**config.mk**
```make
export PLATFORM = sky130hd
export DESIGN_NAME = serial_add_ctrl
export DESIGN_NICKNAME = d
export VERILOG_FILES = /design/src/rtl/serial_pkg.sv /design/src/rtl/piso_shift.sv /design/src/rtl/serial_add_ctrl.sv
export SDC_FILE = /design/constraint.sdc
export NUM_CORES = 1
export LEC_CHECK = 0
export CAP_MARGIN = 5
export CORE_UTILIZATION = 53
export DETAILED_ROUTE_END_ITERATION = 6
export HOLD_SLACK_MARGIN = 0.08
export PLACE_DENSITY_LB_ADDON = 0.05
export SETUP_SLACK_MARGIN = 0.2
export SYNTH_ARGS = -nofsm -noshare
export SYNTH_HDL_FRONTEND = slang
export SYNTH_SLANG_ARGS = --single-unit
export TNS_END_PERCENT = 10
```
**constraint.sdc**
```tcl
create_clock -name clk -period 4.8 [get_ports clk]
set_clock_uncertainty 0.1 [all_clocks]
set_input_delay 1.2 -clock clk [delete_from_list [all_inputs] [get_ports clk]]
set_output_delay 1.2 -clock clk [all_outputs]
set_load 0.1 [all_outputs]
```
**src/rtl/serial_pkg.sv**
```systemverilog
// Shared types and defaults for the serial adder sequencer.
package serial_pkg;

   // Sequencer states. IDLE and DONE are exclusive, so a new operand
   // handshake never overlaps an unconsumed result.
   typedef enum logic [1:0] {
      IDLE  = 2'd0,
      CLEAR = 2'd1,
      RUN   = 2'd2,
      DONE  = 2'd3
   } state_t;

   localparam int DEF_WIDTH     = 8;
   localparam int DEF_ADDER_LAT = 1;

   // Bits needed for a counter that reaches width+lat without wrapping.
   function automatic int cnt_bits(input int width, input int lat);
      return $clog2(width + lat + 1);
   endfunction

endpackage

```
**src/rtl/piso_shift.sv**
```systemverilog
// Parallel-in serial-out register: parallel load, right shift with zero
// fill, bit 0 presented as the serial output.
module piso_shift #(
   parameter int WIDTH = 8
) (
   input  logic             clk,
   input  logic             rst_n,
   input  logic             i_load,
   input  logic             i_shift,
   input  logic [WIDTH-1:0] i_data,
   output logic             o_lsb
);

   logic [WIDTH-1:0] r_data;

   // Load takes priority over shift; shifting moves toward bit 0.
   always_ff @(posedge clk or negedge rst_n) begin
      if (!rst_n) begin
         r_data <= '0;
      end else if (i_load) begin
         r_data <= i_data;
      end else if (i_shift) begin
         r_data <= {1'b0, r_data[WIDTH-1:1]};
      end
   end

   assign o_lsb = r_data[0];

endmodule

```
**src/rtl/serial_add_ctrl.sv**
```systemverilog
// Sequencer that wraps an external bit-serial adder as a parallel-operand
// valid/ready add unit. Operands go out LSB first plus one zero bit that
// yields the carry-out; the serial sum is collected into a WIDTH+1 result.
module serial_add_ctrl
   import serial_pkg::*;
#(
   parameter int WIDTH     = DEF_WIDTH,
   parameter int ADDER_LAT = DEF_ADDER_LAT
) (
   input  logic             clk,
   input  logic             rst,
   input  logic             in_valid,
   output logic             in_ready,
   input  logic [WIDTH-1:0] in_a,
   input  logic [WIDTH-1:0] in_b,
   output logic             out_valid,
   input  logic             out_ready,
   output logic [WIDTH:0]   out_sum,
   output logic             busy,
   output logic             adder_rst,
   output logic             adder_in1,
   output logic             adder_in2,
   input  logic             adder_sum
);

   localparam int CNT_W = cnt_bits(WIDTH, ADDER_LAT);
   localparam int LAST  = WIDTH + ADDER_LAT;

   state_t             r_state;
   state_t             w_next_state;
   logic [CNT_W-1:0]   r_cnt;
   logic [WIDTH:0]     r_res;
   logic               r_in_ready;
   logic               r_adder_rst;

   logic               w_handshake;
   logic               w_drive;
   logic               w_capture;
   logic               w_last;
   logic               w_sa_lsb;
   logic               w_sb_lsb;

   // in_ready is only ever high in IDLE, so it fully qualifies the handshake.
   assign w_handshake = in_valid && r_in_ready;
   // Operand bits (and the final zero-extension bit) go out for cnt 0..WIDTH.
   assign w_drive     = (r_state == RUN) && (int'(r_cnt) <= WIDTH);
   // The sum bit for cnt=k arrives ADDER_LAT cycles later.
   assign w_capture   = (r_state == RUN) && (int'(r_cnt) >= ADDER_LAT);
   assign w_last      = (r_state == RUN) && (int'(r_cnt) == LAST);

   piso_shift #(.WIDTH(WIDTH)) u_sa (
      .clk     (clk),
      .rst_n   (rst),
      .i_load  (w_handshake),
      .i_shift (w_drive),
      .i_data  (in_a),
      .o_lsb   (w_sa_lsb)
   );

   piso_shift #(.WIDTH(WIDTH)) u_sb (
      .clk     (clk),
      .rst_n   (rst),
      .i_load  (w_handshake),
      .i_shift (w_drive),
      .i_data  (in_b),
      .o_lsb   (w_sb_lsb)
   );

   // State register.
   always_ff @(posedge clk or negedge rst) begin
      // NOTE: sequential state uses non-blocking assignment so every flop
      // samples pre-edge values regardless of process ordering.
      if (!rst) begin
         r_state <= IDLE;
      end else begin
         r_state <= w_next_state;
      end
   end

   // Next-state decode.
   always_comb begin
      // NOTE: default first so no path leaves the signal unassigned, which
      // would otherwise infer a latch.
      w_next_state = r_state;
      case (r_state)
         IDLE:    if (w_handshake) w_next_state = CLEAR;
         CLEAR:   w_next_state = RUN;
         RUN:     if (w_last) w_next_state = DONE;
         DONE:    if (out_ready) w_next_state = IDLE;
         default: w_next_state = IDLE;
      endcase
   end

   // Outputs decoded from state and registered datapath only.
   always_comb begin
      out_valid = 1'b0;
      busy      = 1'b0;
      adder_in1 = 1'b0;
      adder_in2 = 1'b0;
      case (r_state)
         IDLE:    busy = 1'b0;
         CLEAR:   busy = 1'b1;
         RUN: begin
            busy      = 1'b1;
            adder_in1 = w_drive && w_sa_lsb;
            adder_in2 = w_drive && w_sb_lsb;
         end
         DONE: begin
            busy      = 1'b1;
            out_valid = 1'b1;
         end
         default: busy = 1'b0;
      endcase
   end

   // Registered handshake and carry-clear strobes; carry clear is held
   // asserted throughout reset.
   always_ff @(posedge clk or negedge rst) begin
      if (!rst) begin
         r_in_ready  <= 1'b0;
         r_adder_rst <= 1'b1;
      end else begin
         r_in_ready  <= (w_next_state == IDLE);
         r_adder_rst <= (w_next_state == CLEAR);
      end
   end

   // Bit counter and LSB-first result collection.
   always_ff @(posedge clk or negedge rst) begin
      if (!rst) begin
         r_cnt <= '0;
         r_res <= '0;
      end else begin
         if (r_state == CLEAR) begin
            r_cnt <= '0;
         end else if ((r_state == RUN) && !w_last) begin
            r_cnt <= r_cnt + 1'b1;
         end
         if (w_capture) begin
            r_res <= {adder_sum, r_res[WIDTH:1]};
         end
      end
   end

   assign in_ready  = r_in_ready;
   assign adder_rst = r_adder_rst;
   assign out_sum   = r_res;

endmodule

```
==> results by stage <==
Global routing:
- The wire length of the first global-routing pass is around 5400 um.
- The sum of overflow across all layers after global routing is 0.
- The number of global-route vias before repair is 1196.
- The initial antenna violation count is 0.
- The maximum number of pins on one net before global-route repair is 34.
- Global routing used 22.8% of the available tracks.

Yosys:
- The Yosys step of the flow raised 0 warnings.
- Sorting the synthesized cells by area gives the leading types as sky130_fd_sc_hd__dfrtp_1 (52%), sky130_fd_sc_hd__a21oi_1 (8.1%), sky130_fd_sc_hd__mux2_2 (7.3%).
- After synthesis, the netlist uses 31 different library cells.
- When the netlist entered floorplanning its net count stood at 179.
- The part of the Yosys area used for sequential elements is between 50% and 60%.
- The post-synthesis cell area is between 0.0015 and 0.002 mm2.
- Counting flops with a built-in enable in the synthesized netlist gives 0.
- The post-synthesis area per instance is 10.1 um2.
- The synthesized design devotes to its leading area cell type 51.6% of total area.
- The largest total area in the synthesized netlist belongs to sky130_fd_sc_hd__dfrtp_1.
- Synthesis produced ~150 cells.
- The number of register bits inferred by synthesis is 33.
- The post-synthesis async set-or-reset flop share is 100%.
- The most frequently used flop master after synthesis is sky130_fd_sc_hd__dfrtp_1.
- Counting instances in the post-synthesis netlist gives the leading cell types as sky130_fd_sc_hd__dfrtp_1 (32), sky130_fd_sc_hd__a21oi_1 (25), sky130_fd_sc_hd__nand2_1 (20).
- The most common cell in the synthesized netlist is sky130_fd_sc_hd__dfrtp_1.

Timing:
- The final critical delay including setup and external delays is 3550 ps.
- The count of final max-slew check failures came to 0.
- Setup repair after global routing left no endpoint under its margin.
- The final setup violation count is 0.
- Adding up every negative setup slack in the final design gives 0 ps.
- The final worst-path cycle share is 74.1%.
- Based on the critical path, the design can be clocked at up to 281 MHz.
- The total count of hold-check failures in the final report is 0.
- The slew at the pin closest to its max-slew limit is 975 ps.
- Measured against its own limit, the worst slew margin works out to 34.8%.

Worst hold path:
- The path class of the tightest hold or removal check is reg -> reg.
- The startpoint of the lowest-slack hold path is out_sum[0].
- The endpoint of the worst hold-timing path is out_sum[0].
- Along the worst hold path, the cell count comes to 1.

Detailed routing:
- The via count normalized by instance count is around 5.6.
- The routed layout has 1240 vias.
- The total iterations of the first detailed-routing run is 4.
- For this block, the routed nets add up to about 3200 um of wire.
- The count of nets left with antenna violations once routing finished came out at 0.
- The first routing iteration left 35 violations.
- The total DRC errors in the routed layout is 0.
- After detailed routing, the average wire length per cell comes to 14.5 um.

Floorplan:
- The floorplan die area is between 0.003 and 0.004 mm2.
- The number of rows created at floorplan is 19.
- Pin placement for this block handled 36 I/O pins.
- The region available for standard cell placement spans between 0.002 and 0.003 mm2.
- The horizontal extent of the die is between 50 and 60 um.
- From bottom edge to top edge, the die measures between 50 and 60 um.
- The starting utilization of the core area is 56.3%.

Clock tree:
- The post-CTS repair timing setup buffer count is 0.
- The later pin in the worst-skew pair is clocked with a latency of 330 ps.
- The hold buffer count at CTS is 0.
- The post-CTS clock slew at the launch and capture registers of the worst setup and hold paths is roughly 90 ps.
- Gates resized during post-CTS repair numbered 0.
- TritonCTS built the clock tree.
- The maximum count of clock buffers along a single path is 2.
- The clock buffer count from CTS is 5.
- The CTS root buffer is sky130_fd_sc_hd__clkbuf_4.
- CTS built an H-tree with a depth of 2.
- Clock tree synthesis found a total of 33 sinks.

Worst setup path:
- The worst flop-to-flop path endpoint is u_sa.r_data[2].
- The worst register-to-register path begins at r_cnt[0].
- Of all nets on the critical path, the largest fanout is 12.
- At the worst endpoint, the required time is 3500 ps.
- The start-to-end type of the worst setup path is reg -> out.
- The worst endpoint data arrival time is 2250 ps.
- For flop-to-flop paths, the worst setup slack is between 2000 and 3000 ps.
- The nature of the critical path endpoint is an output port.
- The most critical setup path has its startpoint at r_state[1].
- The length in cells of the worst reg-to-reg path is 6.
- The startpoint type of the worst setup path is a register.

Final layout:
- The multi-input combinational cells in the finished layout cover a total of about 660 um2.
- The number of filler instances in the final layout is 220.
- The repair_antennas step left the layout with diodes totalling 0.
- In the final layout, the share of cells above drive strength 1 is 15.3%.
- Summing all flip-flop and latch instances after layout gives 827 um2.
- The number of nets in the layout is 215.
- The area growth from synthesis to layout is 26.1%.

Placed design:
- The number of port buffers is 35.
- The final weighted congestion in routability-driven placement is 0.820.
- The HPWL after detailed placement is 2240 um.

Flow run:
- The tool flagged a number of max-cap violations equal to 0.

Status:
- The run finished with clean final reports.
==> per-stage QoR <==
step / area (um2) / std cells / hold slack [ps] / setup WS, ps / util, %
floorplan: 1550 / 154 / 388 / 1870 / -
global placement: 1900 / 214 / 390 / 1660 / 69.0
detailed placement: 1900 / 214 / 401 / 1620 / 69.0
CTS: 1960 / 221 / 421 / 1240 / 71.0
global route: 1960 / 221 / 442 / 1110 / 71.0
finish: 1960 / 221 / 420 / 1250 / 71.0
==> per-layer routing <==
layer | track usage (%) | wire, um | vias to the layer above
li1 | - | - | 598
met1 | 28.3 | 1350 | 590
met2 | 34.9 | 1570 | 38
met3 | 9.07 | 194 | 14
met4 | 11.1 | 98 | 0
met5 | 0 | 0 | -
==> cell usage in the layout (no fill, tap or decap), drive strengths merged, types with 5 or more instances in the layout <==
master,instances
inv,6
clkdlybuf4s50,33
nand2,20
mux2,10
o21ai,5
nor2,17
clkbuf,7
dfrtp,32
a21oi,27
==> state kept, by name, summed over array words and instances, names as in the netlist <==
name	flops
r_cnt	4
in_ready	1
r_state	2
u_sb.r_data	8
out_sum	9
u_sa.r_data	8
adder_rst	1
==> logic make-up (layout without fill, tap and decap cells) <==
kind of cell	after synthesis	count (layout)	synth area share, %
simple gates	51	51	15.9
fa+ha+maj	4	4	3.22
mux	11	11	7.90
buf+inv	13	49	4.11
compound gates	42	42	15.6
flops	33	33	53.3
==> how the worst max path moves through the flow <==
| stage | to | slack, ps | depth (start not counted) |
|---|---|---|---|
| 3_3_place_gp | busy | 1660 | 3 |
| 4_1_cts | busy | 1240 | 3 |
| 6_report | busy | 1250 | 3 |
| 5_1_grt | adder_in2 | 1110 | 6 |
| 2_1_floorplan | adder_in1 | 1870 | 6 |
| 3_5_place_dp | busy | 1620 | 3 |
==> cell type report <==
class	count	share of cell area, %
clock buffer	7	2.81
inverter	6	1.15
multi-input combinational	108	33.8
sequential	33	42.2
tap	31	1.98
timing repair buffer	36	18.0
==> worst max-delay path, stage by stage (launching register included) <==
cell                              delay [ps]
sky130_fd_sc_hd__dfrtp_1                 570
sky130_fd_sc_hd__nor2_1                  140
sky130_fd_sc_hd__inv_1                    90
sky130_fd_sc_hd__clkdlybuf4s50_1        1130
Power is left out: the tool's default activity adds up to more than one toggle a clock period on the data nets, which glitch-free logic cannot reach.
